`config.mk`:
```
export PLATFORM = sky130hd
export DESIGN_NAME = pipeline_hazard_ctrl_flat
export DESIGN_NICKNAME = d
export VERILOG_FILES = /design/src/rtl/pipeline_hazard_ctrl_if.sv /design/src/rtl/pipeline_hazard_ctrl.sv /design/src/flat_wrapper.sv
export SDC_FILE = /design/constraint.sdc
export NUM_CORES = 1
export LEC_CHECK = 0
export ABC_AREA = 1
export BUFFER_PORTS_ARGS = -buffer_cell sky130_fd_sc_hd__buf_2
export CELL_PAD_IN_SITES_DETAIL_PLACEMENT = 1
export CELL_PAD_IN_SITES_GLOBAL_PLACEMENT = 1
export CORE_ASPECT_RATIO = 1.1
export CORE_MARGIN = 1.5
export CORE_UTILIZATION = 28
export DETAILED_ROUTE_END_ITERATION = 16
export PLACE_DENSITY = 0.85
export SYNTH_ARGS = -nofsm -noshare
export SYNTH_HDL_FRONTEND = slang
export SYNTH_SLANG_ARGS = --single-unit
```
`constraint.sdc`:
```
create_clock -name clk -period 2.08 [get_ports clk]
set_input_delay 0.104 -clock clk [delete_from_list [all_inputs] [get_ports clk]]
set_output_delay 0.104 -clock clk [all_outputs]
set_load 0.02 [all_outputs]
```
`src/rtl/pipeline_hazard_ctrl_if.sv`:
```
// Hazard-controller bundle: decoded register fields and control bits from the
// pipeline stages toward the controller, and stall/flush/forward controls back.
interface pipeline_hazard_ctrl_if;
  logic [4:0] if_id_rs1;
  logic [4:0] if_id_rs2;
  logic       if_id_uses_rs1;
  logic       if_id_uses_rs2;
  logic       if_id_halt;
  logic [4:0] id_ex_rs1;
  logic [4:0] id_ex_rs2;
  logic [4:0] id_ex_rd;
  logic       id_ex_reg_write;
  logic       id_ex_mem_read;
  logic [4:0] ex_mem_rd;
  logic       ex_mem_reg_write;
  logic [4:0] mem_wb_rd;
  logic       mem_wb_reg_write;
  logic       ex_branch_taken;
  logic       dmem_req;
  logic       dmem_ready;
  logic       pc_write;
  logic       if_id_write;
  logic       if_id_flush;
  logic       id_ex_bubble;
  logic       ex_mem_hold;
  logic [1:0] forwardA;
  logic [1:0] forwardB;
  logic       end_program;
  logic [1:0] ctrl_state;

  // master: the hazard controller; slave: the pipeline datapath
  modport master (
    input  if_id_rs1, if_id_rs2, if_id_uses_rs1, if_id_uses_rs2, if_id_halt,
    input  id_ex_rs1, id_ex_rs2, id_ex_rd, id_ex_reg_write, id_ex_mem_read,
    input  ex_mem_rd, ex_mem_reg_write, mem_wb_rd, mem_wb_reg_write,
    input  ex_branch_taken, dmem_req, dmem_ready,
    output pc_write, if_id_write, if_id_flush, id_ex_bubble, ex_mem_hold,
    output forwardA, forwardB, end_program, ctrl_state
  );

  modport slave (
    output if_id_rs1, if_id_rs2, if_id_uses_rs1, if_id_uses_rs2, if_id_halt,
    output id_ex_rs1, id_ex_rs2, id_ex_rd, id_ex_reg_write, id_ex_mem_read,
    output ex_mem_rd, ex_mem_reg_write, mem_wb_rd, mem_wb_reg_write,
    output ex_branch_taken, dmem_req, dmem_ready,
    input  pc_write, if_id_write, if_id_flush, id_ex_bubble, ex_mem_hold,
    input  forwardA, forwardB, end_program, ctrl_state
  );
endinterface

```
`src/rtl/pipeline_hazard_ctrl.sv`:
```
// Five-stage pipeline sequencer: stalls, flushes, dmem freeze, halt drain and
// EX forwarding. Define HAZARD_FORWARDING_EN to forward instead of RAW-stalling.
module pipeline_hazard_ctrl #(
  parameter int unsigned DRAIN_CYCLES = 4
) (
  input  logic                  clk,
  input  logic                  reset,
  pipeline_hazard_ctrl_if.master hz
);

  typedef enum logic [1:0] {
    RUN      = 2'd0,
    MEM_WAIT = 2'd1,
    DRAIN    = 2'd2,
    HALTED   = 2'd3
  } state_t;

  localparam logic [3:0] DRAIN_LAST = 4'(DRAIN_CYCLES);

  state_t     state_reg, state_next;
  logic [3:0] drain_cnt_reg, drain_cnt_next;
  logic       end_program_reg;

  logic [1:0][4:0] id_src;
  logic [1:0]      id_use;
  logic [1:0]      lu_hit;
  logic [1:0]      raw_hit;
  logic [1:0][1:0] fwd_sel;
  logic            mem_stall;
  logic            data_hazard;

  logic pc_write_c, if_id_write_c, if_id_flush_c, id_ex_bubble_c, ex_mem_hold_c;

  assign id_src[0] = hz.if_id_rs1;
  assign id_src[1] = hz.if_id_rs2;
  assign id_use[0] = hz.if_id_uses_rs1;
  assign id_use[1] = hz.if_id_uses_rs2;

`ifdef HAZARD_FORWARDING_EN
  logic [1:0][4:0] ex_src;
  assign ex_src[0] = hz.id_ex_rs1;
  assign ex_src[1] = hz.id_ex_rs2;
`else
  logic unused_fwd_inputs;
  assign unused_fwd_inputs = ^{hz.id_ex_rs1, hz.id_ex_rs2, hz.mem_wb_rd, hz.mem_wb_reg_write};
`endif

  genvar gi;
  generate
    for (gi = 0; gi < 2; gi++) begin : g_src
      assign lu_hit[gi] = id_use[gi] && hz.id_ex_mem_read && (hz.id_ex_rd != 5'd0)
                          && (id_src[gi] == hz.id_ex_rd);
`ifdef HAZARD_FORWARDING_EN
      assign raw_hit[gi] = 1'b0;
      // EX/MEM holds the younger result, so it wins over MEM/WB
      assign fwd_sel[gi] =
        (hz.ex_mem_reg_write && (hz.ex_mem_rd != 5'd0) && (hz.ex_mem_rd == ex_src[gi])) ? 2'b10 :
        (hz.mem_wb_reg_write && (hz.mem_wb_rd != 5'd0) && (hz.mem_wb_rd == ex_src[gi])) ? 2'b01 :
        2'b00;
`else
      // Without forwarding, any producer still in EX or MEM blocks decode
      assign raw_hit[gi] = id_use[gi] && (
        (hz.id_ex_reg_write  && (hz.id_ex_rd  != 5'd0) && (id_src[gi] == hz.id_ex_rd)) ||
        (hz.ex_mem_reg_write && (hz.ex_mem_rd != 5'd0) && (id_src[gi] == hz.ex_mem_rd)));
      assign fwd_sel[gi] = 2'b00;
`endif
    end
  endgenerate

  assign mem_stall   = hz.dmem_req && !hz.dmem_ready;
  assign data_hazard = (|lu_hit) || (|raw_hit);

  always_ff @(posedge clk or negedge reset) begin
    if (!reset) begin
      state_reg       <= RUN;
      drain_cnt_reg   <= 4'd0;
      end_program_reg <= 1'b0;
    end else begin
      state_reg       <= state_next;
      drain_cnt_reg   <= drain_cnt_next;
      end_program_reg <= (state_next == HALTED);
    end
  end

  always_comb begin
    state_next      = state_reg;
    drain_cnt_next  = drain_cnt_reg;
    pc_write_c      = 1'b0;
    if_id_write_c   = 1'b0;
    if_id_flush_c   = 1'b0;
    id_ex_bubble_c  = 1'b0;
    ex_mem_hold_c   = 1'b0;
    case (state_reg)
      RUN: begin
        if (mem_stall) begin
          ex_mem_hold_c = 1'b1;
          state_next    = MEM_WAIT;
        end else if (hz.ex_branch_taken) begin
          if_id_flush_c  = 1'b1;
          id_ex_bubble_c = 1'b1;
          pc_write_c     = 1'b1;
        end else if (data_hazard) begin
          id_ex_bubble_c = 1'b1;
        end else if (hz.if_id_halt) begin
          id_ex_bubble_c = 1'b1;
          drain_cnt_next = 4'd1;
          state_next     = DRAIN;
        end else begin
          pc_write_c    = 1'b1;
          if_id_write_c = 1'b1;
        end
      end
      MEM_WAIT: begin
        // The completing cycle still holds; decode resumes one cycle later
        ex_mem_hold_c = 1'b1;
        if (hz.dmem_ready) state_next = RUN;
      end
      DRAIN: begin
        id_ex_bubble_c = 1'b1;
        if (mem_stall)                        ex_mem_hold_c  = 1'b1;
        else if (drain_cnt_reg == DRAIN_LAST) state_next     = HALTED;
        else                                  drain_cnt_next = drain_cnt_reg + 4'd1;
      end
      HALTED: begin
        id_ex_bubble_c = 1'b1;
      end
      default: state_next = RUN;
    endcase
  end

  assign hz.pc_write     = pc_write_c;
  assign hz.if_id_write  = if_id_write_c;
  assign hz.if_id_flush  = if_id_flush_c;
  assign hz.id_ex_bubble = id_ex_bubble_c;
  assign hz.ex_mem_hold  = ex_mem_hold_c;
  assign hz.forwardA     = fwd_sel[0];
  assign hz.forwardB     = fwd_sel[1];
  assign hz.end_program  = end_program_reg;
  assign hz.ctrl_state   = state_reg;

endmodule
```
`src/flat_wrapper.sv`:
```
// flat-port wrapper written by rule: the top's interface ports become plain ports
module pipeline_hazard_ctrl_flat 
#(
  parameter int unsigned DRAIN_CYCLES = 4
)
  (clk, reset, hz_if_id_rs1, hz_if_id_rs2, hz_if_id_uses_rs1, hz_if_id_uses_rs2, hz_if_id_halt, hz_id_ex_rs1, hz_id_ex_rs2, hz_id_ex_rd, hz_id_ex_reg_write, hz_id_ex_mem_read, hz_ex_mem_rd, hz_ex_mem_reg_write, hz_mem_wb_rd, hz_mem_wb_reg_write, hz_ex_branch_taken, hz_dmem_req, hz_dmem_ready, hz_pc_write, hz_if_id_write, hz_if_id_flush, hz_id_ex_bubble, hz_ex_mem_hold, hz_forwardA, hz_forwardB, hz_end_program, hz_ctrl_state);
  pipeline_hazard_ctrl_if hz_i ();
  input  logic clk;
  input  logic reset;
  input wire logic [$bits(hz_i.if_id_rs1)-1:0] hz_if_id_rs1;
  input wire logic [$bits(hz_i.if_id_rs2)-1:0] hz_if_id_rs2;
  input wire logic [$bits(hz_i.if_id_uses_rs1)-1:0] hz_if_id_uses_rs1;
  input wire logic [$bits(hz_i.if_id_uses_rs2)-1:0] hz_if_id_uses_rs2;
  input wire logic [$bits(hz_i.if_id_halt)-1:0] hz_if_id_halt;
  input wire logic [$bits(hz_i.id_ex_rs1)-1:0] hz_id_ex_rs1;
  input wire logic [$bits(hz_i.id_ex_rs2)-1:0] hz_id_ex_rs2;
  input wire logic [$bits(hz_i.id_ex_rd)-1:0] hz_id_ex_rd;
  input wire logic [$bits(hz_i.id_ex_reg_write)-1:0] hz_id_ex_reg_write;
  input wire logic [$bits(hz_i.id_ex_mem_read)-1:0] hz_id_ex_mem_read;
  input wire logic [$bits(hz_i.ex_mem_rd)-1:0] hz_ex_mem_rd;
  input wire logic [$bits(hz_i.ex_mem_reg_write)-1:0] hz_ex_mem_reg_write;
  input wire logic [$bits(hz_i.mem_wb_rd)-1:0] hz_mem_wb_rd;
  input wire logic [$bits(hz_i.mem_wb_reg_write)-1:0] hz_mem_wb_reg_write;
  input wire logic [$bits(hz_i.ex_branch_taken)-1:0] hz_ex_branch_taken;
  input wire logic [$bits(hz_i.dmem_req)-1:0] hz_dmem_req;
  input wire logic [$bits(hz_i.dmem_ready)-1:0] hz_dmem_ready;
  output wire logic [$bits(hz_i.pc_write)-1:0] hz_pc_write;
  output wire logic [$bits(hz_i.if_id_write)-1:0] hz_if_id_write;
  output wire logic [$bits(hz_i.if_id_flush)-1:0] hz_if_id_flush;
  output wire logic [$bits(hz_i.id_ex_bubble)-1:0] hz_id_ex_bubble;
  output wire logic [$bits(hz_i.ex_mem_hold)-1:0] hz_ex_mem_hold;
  output wire logic [$bits(hz_i.forwardA)-1:0] hz_forwardA;
  output wire logic [$bits(hz_i.forwardB)-1:0] hz_forwardB;
  output wire logic [$bits(hz_i.end_program)-1:0] hz_end_program;
  output wire logic [$bits(hz_i.ctrl_state)-1:0] hz_ctrl_state;
  assign hz_i.if_id_rs1 = hz_if_id_rs1;
  assign hz_i.if_id_rs2 = hz_if_id_rs2;
  assign hz_i.if_id_uses_rs1 = hz_if_id_uses_rs1;
  assign hz_i.if_id_uses_rs2 = hz_if_id_uses_rs2;
  assign hz_i.if_id_halt = hz_if_id_halt;
  assign hz_i.id_ex_rs1 = hz_id_ex_rs1;
  assign hz_i.id_ex_rs2 = hz_id_ex_rs2;
  assign hz_i.id_ex_rd = hz_id_ex_rd;
  assign hz_i.id_ex_reg_write = hz_id_ex_reg_write;
  assign hz_i.id_ex_mem_read = hz_id_ex_mem_read;
  assign hz_i.ex_mem_rd = hz_ex_mem_rd;
  assign hz_i.ex_mem_reg_write = hz_ex_mem_reg_write;
  assign hz_i.mem_wb_rd = hz_mem_wb_rd;
  assign hz_i.mem_wb_reg_write = hz_mem_wb_reg_write;
  assign hz_i.ex_branch_taken = hz_ex_branch_taken;
  assign hz_i.dmem_req = hz_dmem_req;
  assign hz_i.dmem_ready = hz_dmem_ready;
  assign hz_pc_write = hz_i.pc_write;
  assign hz_if_id_write = hz_i.if_id_write;
  assign hz_if_id_flush = hz_i.if_id_flush;
  assign hz_id_ex_bubble = hz_i.id_ex_bubble;
  assign hz_ex_mem_hold = hz_i.ex_mem_hold;
  assign hz_forwardA = hz_i.forwardA;
  assign hz_forwardB = hz_i.forwardB;
  assign hz_end_program = hz_i.end_program;
  assign hz_ctrl_state = hz_i.ctrl_state;
  pipeline_hazard_ctrl #(.DRAIN_CYCLES(DRAIN_CYCLES)) u_core (.clk(clk), .reset(reset), .hz(hz_i));
endmodule
```
# Yosys cells after proc, flatten, opt, wreduce, memory -nomap -nowiden
# Cells that the tools add are included.
op_classes:
  addsub: 1
  n_eq_ne: 15
  muxes: 33
  reduce_logical: 28
op_table:
  columns: ["operator", "count"]
  rows:
  - ["2-to-1 mux 4 bit", 6]
  - ["equality test 5 bit", 4]
  - ["2-to-1 mux 1 bit", 16]
  - ["logical AND 1 bit", 15]
  - ["2-to-1 mux 2 bit", 7]
  - ["!= test 2 bit (second input constant)", 6]
  - ["nonzero test 5 bit", 2]
  - ["case mux 4 bit (2 select lines)", 1]
  - ["OR reduction 2 bit", 4]
  - ["AND reduction 7 bit", 1]
  - ["equality test 2 bit (second input constant)", 3]
  - ["case mux 2 bit (3 select lines)", 1]
  - ["adder 4 x 1 -> 4 bit (second input constant)", 1]
  - ["equality test 4 x 3 -> 1 bit (second input constant)", 1]
  - ["case mux 1 bit (2 select lines)", 2]
  - ["logical OR 1 bit", 3]
  - ["equality test 2 x 1 -> 1 bit (second input constant)", 1]
  - ["zero test 2 bit", 1]
  - ["nonzero test 2 bit", 1]
  - ["zero test 1 bit", 1]
word_totals:
  reg_bits: 7
  inputBits: 47
  output_inout_bits: 12
  elab_cells: 80

# Depth between registers and ports, before layout
# Gate-level depths: netlist of the first run.
logic_depth:
  ltp_word: 12
  ltp_mapped: 12
  mapped_depth_nobuf: 12

# Least setup slack after synthesis of the first run
# No wires, ideal clock.
synth_timing:
  path_type: "register to register"
  startpoint: "register u_core.state_reg[1], in the netlist u_core.hz.ctrl_state[1]"
  endpoint: "register u_core.drain_cnt_reg[0]"
  setup_time_ns: 0.117
  arrival_time_ns: 1.254
  t_required_ns: 1.963
  slack_ns: 0.710
  path_stages_with_launch: 9
  n_path_buf: 0
  synth_period_minus_slack_ns: 1.370
  cell_sequence: "dfrtp_1 inv_2 nor2_2 inv_2 nor2_1 a211oi_4 nand2_4 nand2_1 nand2_1"
synth_between:
  elab_chain_cells: 3
  word_cells_on_any_way: 11
  classes_between: "7 x eq/ne; 1 x mux; 3 x reduce/logical"
synth_rtl:
  columns: ["item", "line_no", "text"]
  rows:
  - ["start, declared", "pipeline_hazard_ctrl.sv:20", "state_t state_reg, state_next;"]
  - ["start signal, assigned", "pipeline_hazard_ctrl.sv:79", "state_reg <= state_next;"]
  - ["equality test 2 bit / zero test 2 bit (equally long branches)", "pipeline_hazard_ctrl.sv:93", "case (state_reg)"]
  - ["!= test 2 bit (no line) / nonzero test 2 bit (equally long branches)", null, null]
  - ["AND reduction 7 bit (no line)", null, null]
  - ["end signal, assigned", "pipeline_hazard_ctrl.sv:80", "drain_cnt_reg <= drain_cnt_next;"]
  - ["end, declared", "pipeline_hazard_ctrl.sv:21", "logic [3:0] drain_cnt_reg, drain_cnt_next;"]
# Several ways; a longest one is shown, not always the timed one.
# A chain may end at the register's enable or synchronous reset.

# Final worst setup path of the first run
layout_timing:
  startpoint: "register u_core.state_reg[0], in the netlist u_core.hz.ctrl_state[0]"
  endpoint: "output hz_pc_write"
layout_between:
  elab_chain_cells: 2
layout_rtl:
  columns: ["item", "line_no", "text"]
  rows:
  - ["zero test 2 bit", "pipeline_hazard_ctrl.sv:93", null]
  - ["2-to-1 mux 1 bit", "pipeline_hazard_ctrl.sv:93", null]
  - ["end, declared", "flat_wrapper.sv:27", "output wire logic [$bits(hz_i.pc_write)-1:0] hz_pc_write;"]
# No other way between the ends.

==> reports/metrics.yaml, run 1 <==
run_status:
  status: "completed"
worst_setup_path:
  rr_worst_depth: 8
  critPathCaptureType: "primary output"
  cp.required_ps: 1980
  crit_arrival_ps: 1390
  r2r-start: "u_core.drain_cnt_reg[0]"
  worstSetupPathType: "flop to primary output"
  crit_fanout: 6
  r2r-end: "u_core.drain_cnt_reg[3]"
  regToRegSetupSlack_ps: 600
  cp-start-kind: "flop"
route:
  via_per_inst: 4.43
  top_layer: "met3"
  wl_met3_um: 102
  vias: 1148
  wirelength_mm: 2.59
  first_pass_iters: 2
  drt-initial-drc-count: 25
  drc: 0
  avgRoutedWirePerCell_um: 10.0
  wl_met2_mm: 1.30
  wl_met1_mm: 1.19
  drtAntennaViolNets: 0
clocking:
  clk_pin_slew_ps: 50
  cts_buffer_depth: 2
  insertion_delay_ps: 240
  clock_sinks: 7
  cts_resized: 0
  cts_tree: "yes"
  root_buffer: "clkbuf_4"
  htree_levels: 1
  cts_buffers: 3
hold_path:
  hp-start: "hz_dmem_ready"
  hold_class: "input port to flop"
  holdPathEnd: "u_core.hz.ctrl_state[0]"
  holdPathStages: 4
pwr:
  p_sw_uw: 123
  combinationalPowerShare_pct: 33.5
  peakVddDrop_v: 0.0000857
  power_density_mw_per_mm2: 318
  leakagePower_uw: 0.000746
  switching_share_pct: 32.1
  clock_power_share_pct: 30.0
  seq_power_share_pct: 36.5
  p_int_uw: 261
final_layout:
  antennaDiodeCount: 0
  layout_common_cells: "72 x nand2_1, 38 x buf_2, 26 x nor2_1"
  final_common_cell: "nand2_1"
  seqCellArea_um2: 175
  area_delta_synth_final_pct: 26.5
  nFillCells: 492
  finalNetCount: 273
  multi_input_comb_area_um2: 628
  drive_gt1_share_pct: 26.9
  largest_reg_flops: 4
  fin_area_mm2: 0.00121
die:
  fp.dieH_um: 64.2
  start_util_pct: 28.9
  pin_count: 59
  rows: 22
  dieArea_mm2: 0.00376
  die_x_um: 58.6
  coreArea_mm2: 0.00330
yosys:
  synth_top_area_share_pct: 28.3
  syn_avg_cell_area_um2: 5.27
  syn-cell-area_um2: 953
  netlist.top_cell.by_area: "nand2_1"
  ys_ff_latch: 7
  yosys-top-cells-area: "nand2_1 28%, dfrtp_1 18%, nor2_1 10%"
  synth_cell_type_count: 22
  syn_inst: 181
  yosys_warnings: 0
  ys_seq_area_share_pct: 18.4
place:
  dpl_cell_area_mm2: 0.00117
  place.gp.congestion: 0.779
  numPortBuffers: 38
  hpwl_mm: 2.35
global_route:
  grt_antenna_before_repair: 0
  grt_pass1_vias: 1089
  grt_pass1_wl_mm: 4.49
  grt_max_degree: 8
  overflow: 0
  grt_usage_pct: 14.8
sta:
  period_share_pct: 71.8
  fmax_mhz: 670
  hold_ws_ps: 224
  rsz0062_at_grt: "no"
  finalSetupViolCount: 0
  slew_violations: 0
  period_needed_ps: 1490
  finClkSkew_ps: 5.23
  hold_viol_final: 0
  tns_ps: 0
run:
  max_cap_viol_count: 0
-- cells by family (layout without fill, tap and decap cells) --
group / count (synthesis) / count (layout) / synth area share (%)
compound gates: 6 / 6 / 4.72
flops: 7 / 7 / 18.4
fa+ha+maj: 2 / 2 / 2.62
buf+inv: 39 / 78 / 16.9
simple gates: 124 / 124 / 55.1
other cells: 1 / 4 / 0.393
xor+xnor: 2 / 2 / 1.84
-- repair_timing --
action,in CTS,in global routing
buffers inserted,0,0
setup endpoints to repair,0,0
hold buffers,1,0
hold endpoints to repair,7,0
-- critical path, cell delays in order (launching register included) --
cell and delay (ps):
dfrtp_1 440, inv_1 100, nand2_1 140, nor2_1 120
inv_1 70, a21oi_1 120, buf_2 180
-- synth_stat cells --
cell type	number
a211oi_4	1
nand4_1	2
nand2_4	2
nor3b_1	1
a21oi_1	2
conb_1	1
inv_2	11
dfrtp_1	7
nor4_1	1
nor2_2	2
inv_1	24
ha_1	2
nor3_1	2
buf_4	4
xor2_1	1
xnor2_1	1
nand3_1	12
nand3b_1	1
nand2_2	3
nor2_1	26
nand2_1	72
o21ai_0	3
-- worst max path at each step --
stage                                  startpoint                       to  cells after the start
after floorplan           u_core.hz.ctrl_state[1]  u_core.drain_cnt_reg[0]                      8
after CTS                 u_core.hz.ctrl_state[0]              hz_pc_write                      6
after global routing      u_core.hz.ctrl_state[0]              hz_pc_write                      6
final                     u_core.hz.ctrl_state[0]              hz_pc_write                      6
after detailed placement  u_core.drain_cnt_reg[0]  u_core.drain_cnt_reg[0]                      8
after global placement    u_core.drain_cnt_reg[0]  u_core.drain_cnt_reg[2]                      8
-- area by class of cell --
cell class                 instances  share of cell area, %
inverter                          35                   10.9
multi-input combinational        138                   52.1
timing repair buffer              39                   16.6
sequential                         7                   14.5
clock buffer                       4                   2.18
tap                               36                   3.73
-- per-stage QoR --
stage	std cells	power [uW]	utilization [%]	setup WS (ps)
6_report	259	384	36.5	587
5_1_grt	259	417	36.5	428
4_1_cts	259	389	36.5	577
3_5_place_dp	254	271	35.4	623
3_3_place_gp	254	268	35.4	636
2_1_floorplan	184	219	-	710
-- power groups by stage --
| stage | clock network (uW) | logic [uW] | registers [uW] |
|---|---|---|---|
| 5_1_grt | 128 | 149 | 140 |
| 6_report | 115 | 129 | 140 |
| 3_5_place_dp | 0 | 129 | 142 |
| 2_1_floorplan | 0 | 76.8 | 142 |
| 3_3_place_gp | 0 | 126 | 142 |
| 4_1_cts | 119 | 131 | 140 |
-- per-layer routing --
| metal | vias to the layer above | track usage, % |
|---|---|---|
| met2 | 26 | 27.5 |
| met1 | 507 | 18.4 |
| li1 | 615 | - |
| met5 | - | 0 |
| met3 | 0 | 1.21 |
| met4 | 0 | 2.56 |
Note: power is estimated with default switching activity, not from simulation.
==> inputs of run 2 (changes only) <==
--- a/config.mk
+++ b/config.mk
@@ -5,15 +5,15 @@
 export SDC_FILE = /design/constraint.sdc
 export NUM_CORES = 1
 export LEC_CHECK = 0
-export ABC_AREA = 1
+export ABC_AREA = 0
 export BUFFER_PORTS_ARGS = -buffer_cell sky130_fd_sc_hd__buf_2
 export CELL_PAD_IN_SITES_DETAIL_PLACEMENT = 1
 export CELL_PAD_IN_SITES_GLOBAL_PLACEMENT = 1
 export CORE_ASPECT_RATIO = 1.1
 export CORE_MARGIN = 1.5
-export CORE_UTILIZATION = 28
+export CORE_UTILIZATION = 25
 export DETAILED_ROUTE_END_ITERATION = 16
-export PLACE_DENSITY = 0.85
+export PLACE_DENSITY = 0.77
 export SYNTH_ARGS = -nofsm -noshare
 export SYNTH_HDL_FRONTEND = slang
 export SYNTH_SLANG_ARGS = --single-unit
==> constraint.sdc (replaced) <==
create_clock -name clk -period 1.3 [get_ports clk]
set_input_delay 0.065 -clock clk [delete_from_list [all_inputs] [get_ports clk]]
set_output_delay 0.065 -clock clk [all_outputs]
set_load 0.02 [all_outputs]
==> run 2 against run 1 <==
Compared with the run above:
- the flow now finishes with violations (DRC, setup timing)
- combinational power grew to 8.8 times the previous value
- power grew to 4.5 times the previous value
- cell area grew 27%
- largest cell class unchanged
- largest power group is now combinational logic
==> reports/metrics.yaml, run 2 <==
global_route:
  grt_max_degree: 8
  grt_pass1_wl_mm: 5.16
  grt_pass1_vias: 1190
  grt_usage_pct: 18.1
  overflow: 0
  grt_antenna_before_repair: 0
place:
  numPortBuffers: 38
  hpwl_mm: 2.56
  dpl_cell_area_mm2: 0.00126
  place.gp.congestion: 0.836
  place_inst: 193
worst_setup_path:
  cp_cell_sequence: "buf_6, or4_1, o21a_1, a22oi_2, nand3_2, buf_4, nor2_4, buf_6"
  r2r-end: "u_core.drain_cnt_reg[3]"
  rr_worst_depth: 8
  crit_arrival_ps: 1590
  max_stage_delay_ps: 520
  critPathCaptureType: "primary output"
  cp.required_ps: 1240
  worstSetupPathType: "input port to primary output"
  regToRegSetupSlack_ps: -290
  cp_slowest_cell: "or4_1"
  cpMostUsedCell: "buf_6"
  cp-start-kind: "input port"
  r2r-start: "u_core.drain_cnt_reg[1]"
  crit_fanout: 4
clocking:
  root_buffer: "clkbuf_4"
  cts_buffer_depth: 2
  htree_levels: 1
  clk_pin_slew_ps: 60
  cts_buffers: 3
  clock_sinks: 7
  cts_tree: "yes"
  insertion_delay_ps: 250
pwr:
  power_uw: 1730
  leakagePower_uw: 0.000689
  power_density_mw_per_mm2: 1130
  peakVddDrop_v: 0.000333
yosys:
  synth_commonest_cells: "20 x xnor2_1, 8 x nor2_1, 7 x dfrtp_1, 7 x inv_1, 7 x nand2_1"
  synth_cell_type_count: 36
  synth-edff-count: 0
  post-synth-top-count-cell: "xnor2_1"
  syn_inst: 96
  ys_ff_latch: 7
  synthFlopType: "dfrtp_1"
  synthArstFlopShare_pct: 100
  yosys_warnings: 0
  syn_avg_cell_area_um2: 8.60
  synth_top_area_share_pct: 21.2
  netlist.top_cell.by_area: "dfrtp_1"
  syn-cell-area_um2: 826
  ys_seq_area_share_pct: 21.2
  yosys-top-cells-area: "dfrtp_1 21%, xnor2_1 21%, buf_4 3.6%"
sta:
  period_needed_ps: 1650
  slew_violations: 0
  period_share_pct: 127
  hold_viol_final: 0
  fmax_mhz: 604
  setup_slack_ps: -355
  finalSetupViolCount: 9
  tns_ps: -2130
  finClkSkew_ps: 0.932
  rsz0062_at_grt: "yes"
route:
  via_per_inst: 4.95
  avgRoutedWirePerCell_um: 15.9
  first_pass_iters: 9
  drc: 6
  vias: 1044
  wirelength_mm: 3.35
  drt-initial-drc-count: 16
  drtAntennaViolNets: 0
run:
  max_cap_viol_count: 0
die:
  pin_count: 59
  start_util_pct: 26.6
  fp.dieH_um: 63.3
  dieArea_mm2: 0.00366
  die_x_um: 57.8
  coreArea_mm2: 0.00310
  rows: 21
final_layout:
  final_common_cell: "buf_4"
  antennaDiodeCount: 0
  finalNetCount: 227
  largest_reg_flops: 4
  stdcell_count: 211
  area_delta_synth_final_pct: 85.5
  layout_common_cells: "36 x buf_4, 30 x buf_2, 20 x xnor2_1"
  fin_area_mm2: 0.00153
  drive_gt1_share_pct: 59.3
hold_path:
  holdPathStages: 2
  hp-start: "hz_dmem_ready"
  holdPathEnd: "u_core.hz.ctrl_state[0]"
  hold_class: "input port to flop"
run_status:
  status: "finished, violations left"
  violations: "DRC, setup timing"
run 2: cell types whose count changed in the layout (fill, tap and decap cells not counted), sizes merged, moves of 3 or more:
cell | previous run | this run
nand2 | 77 | 7
buf | 38 | 78
inv | 35 | 7
nor2 | 28 | 8
xnor2 | 1 | 20
nand3 | 12 | 2
o21ai | 3 | 0
run 2: kinds of logic after synthesis:
group / count (synthesis) / synth area share (%)
AND/OR/NAND/NOR: 33 / 22.4
AO/OA/AOI/OAI: 20 / 23.0
multiplexers: 1 / 1.21
buffers and inverters: 12 / 7.42
adder cells (fa/ha/maj): 2 / 3.03
other: 1 / 0.454
XOR/XNOR: 20 / 21.2
flip-flops: 7 / 21.2
run 2: power by group:
| part | leakage (uW) | switching, uW | total [uW] | internal, uW |
|---|---|---|---|---|
| clock | 0.0000150 | 87.8 | 205 | 118 |
| combinational | 0.000599 | 540 | 1140 | 596 |
| sequential | 0.0000755 | 79.7 | 388 | 308 |
| total | 0.000689 | 708 | 1730 | 1020 |
run 2: per-layer routing:
metal	part of all wire, %	up-vias	global-route usage, %
li1	-	497	-
met1	34	493	17.5
met2	58	46	36.6
met3	5.0	8	1.64
met4	2.8	0	8.14
met5	0	-	0
run 2: layout make-up:
class                      instances  area (um^2)
fill                             388         1570
timing repair buffer              79          566
tap                               34         42.5
clock buffer                       4         26.3
inverter                           7         28.8
multi-input combinational         80          692
sequential                         7          176
run 2: what timing repair did:
action                                 in CTS  in global routing
hold buffers                                1                  0
buffers inserted                            8                  5
setup endpoints to repair                   9                 11
endpoints found under the hold margin       7                  0
pin swaps                                   6                  8
resized for setup                          28                  8
run 2: how the worst max path moves through the flow:
stage,startpoint,end
2_1_floorplan,u_core.drain_cnt_reg[0],u_core.drain_cnt_reg[1]
3_3_place_gp,hz_id_ex_rd[1],hz_id_ex_bubble
3_5_place_dp,hz_id_ex_rd[1],hz_id_ex_bubble
4_1_cts,hz_ex_mem_rd[0],hz_id_ex_bubble
5_1_grt,hz_id_ex_rd[4],hz_if_id_write
6_report,hz_ex_mem_rd[0],hz_if_id_write
run 2: critical path, delay by kind of cell:
family                 cells  cell delay, ps
AOI/OAI and AO/OA          2             450
buffers and inverters      3             370
and+or+nand+nor            3             700
run 2: through the flow:
step                worst slack (ps)  utilization [%]  hold WS (ps)
detailed placement              -474             40.5         -83.6
global route                    -436             49.4          17.1
global placement                -430             40.5         -89.1
finish                          -355             49.4          17.9
CTS                             -382             47.1          4.51
floorplan                       -242                -          -231
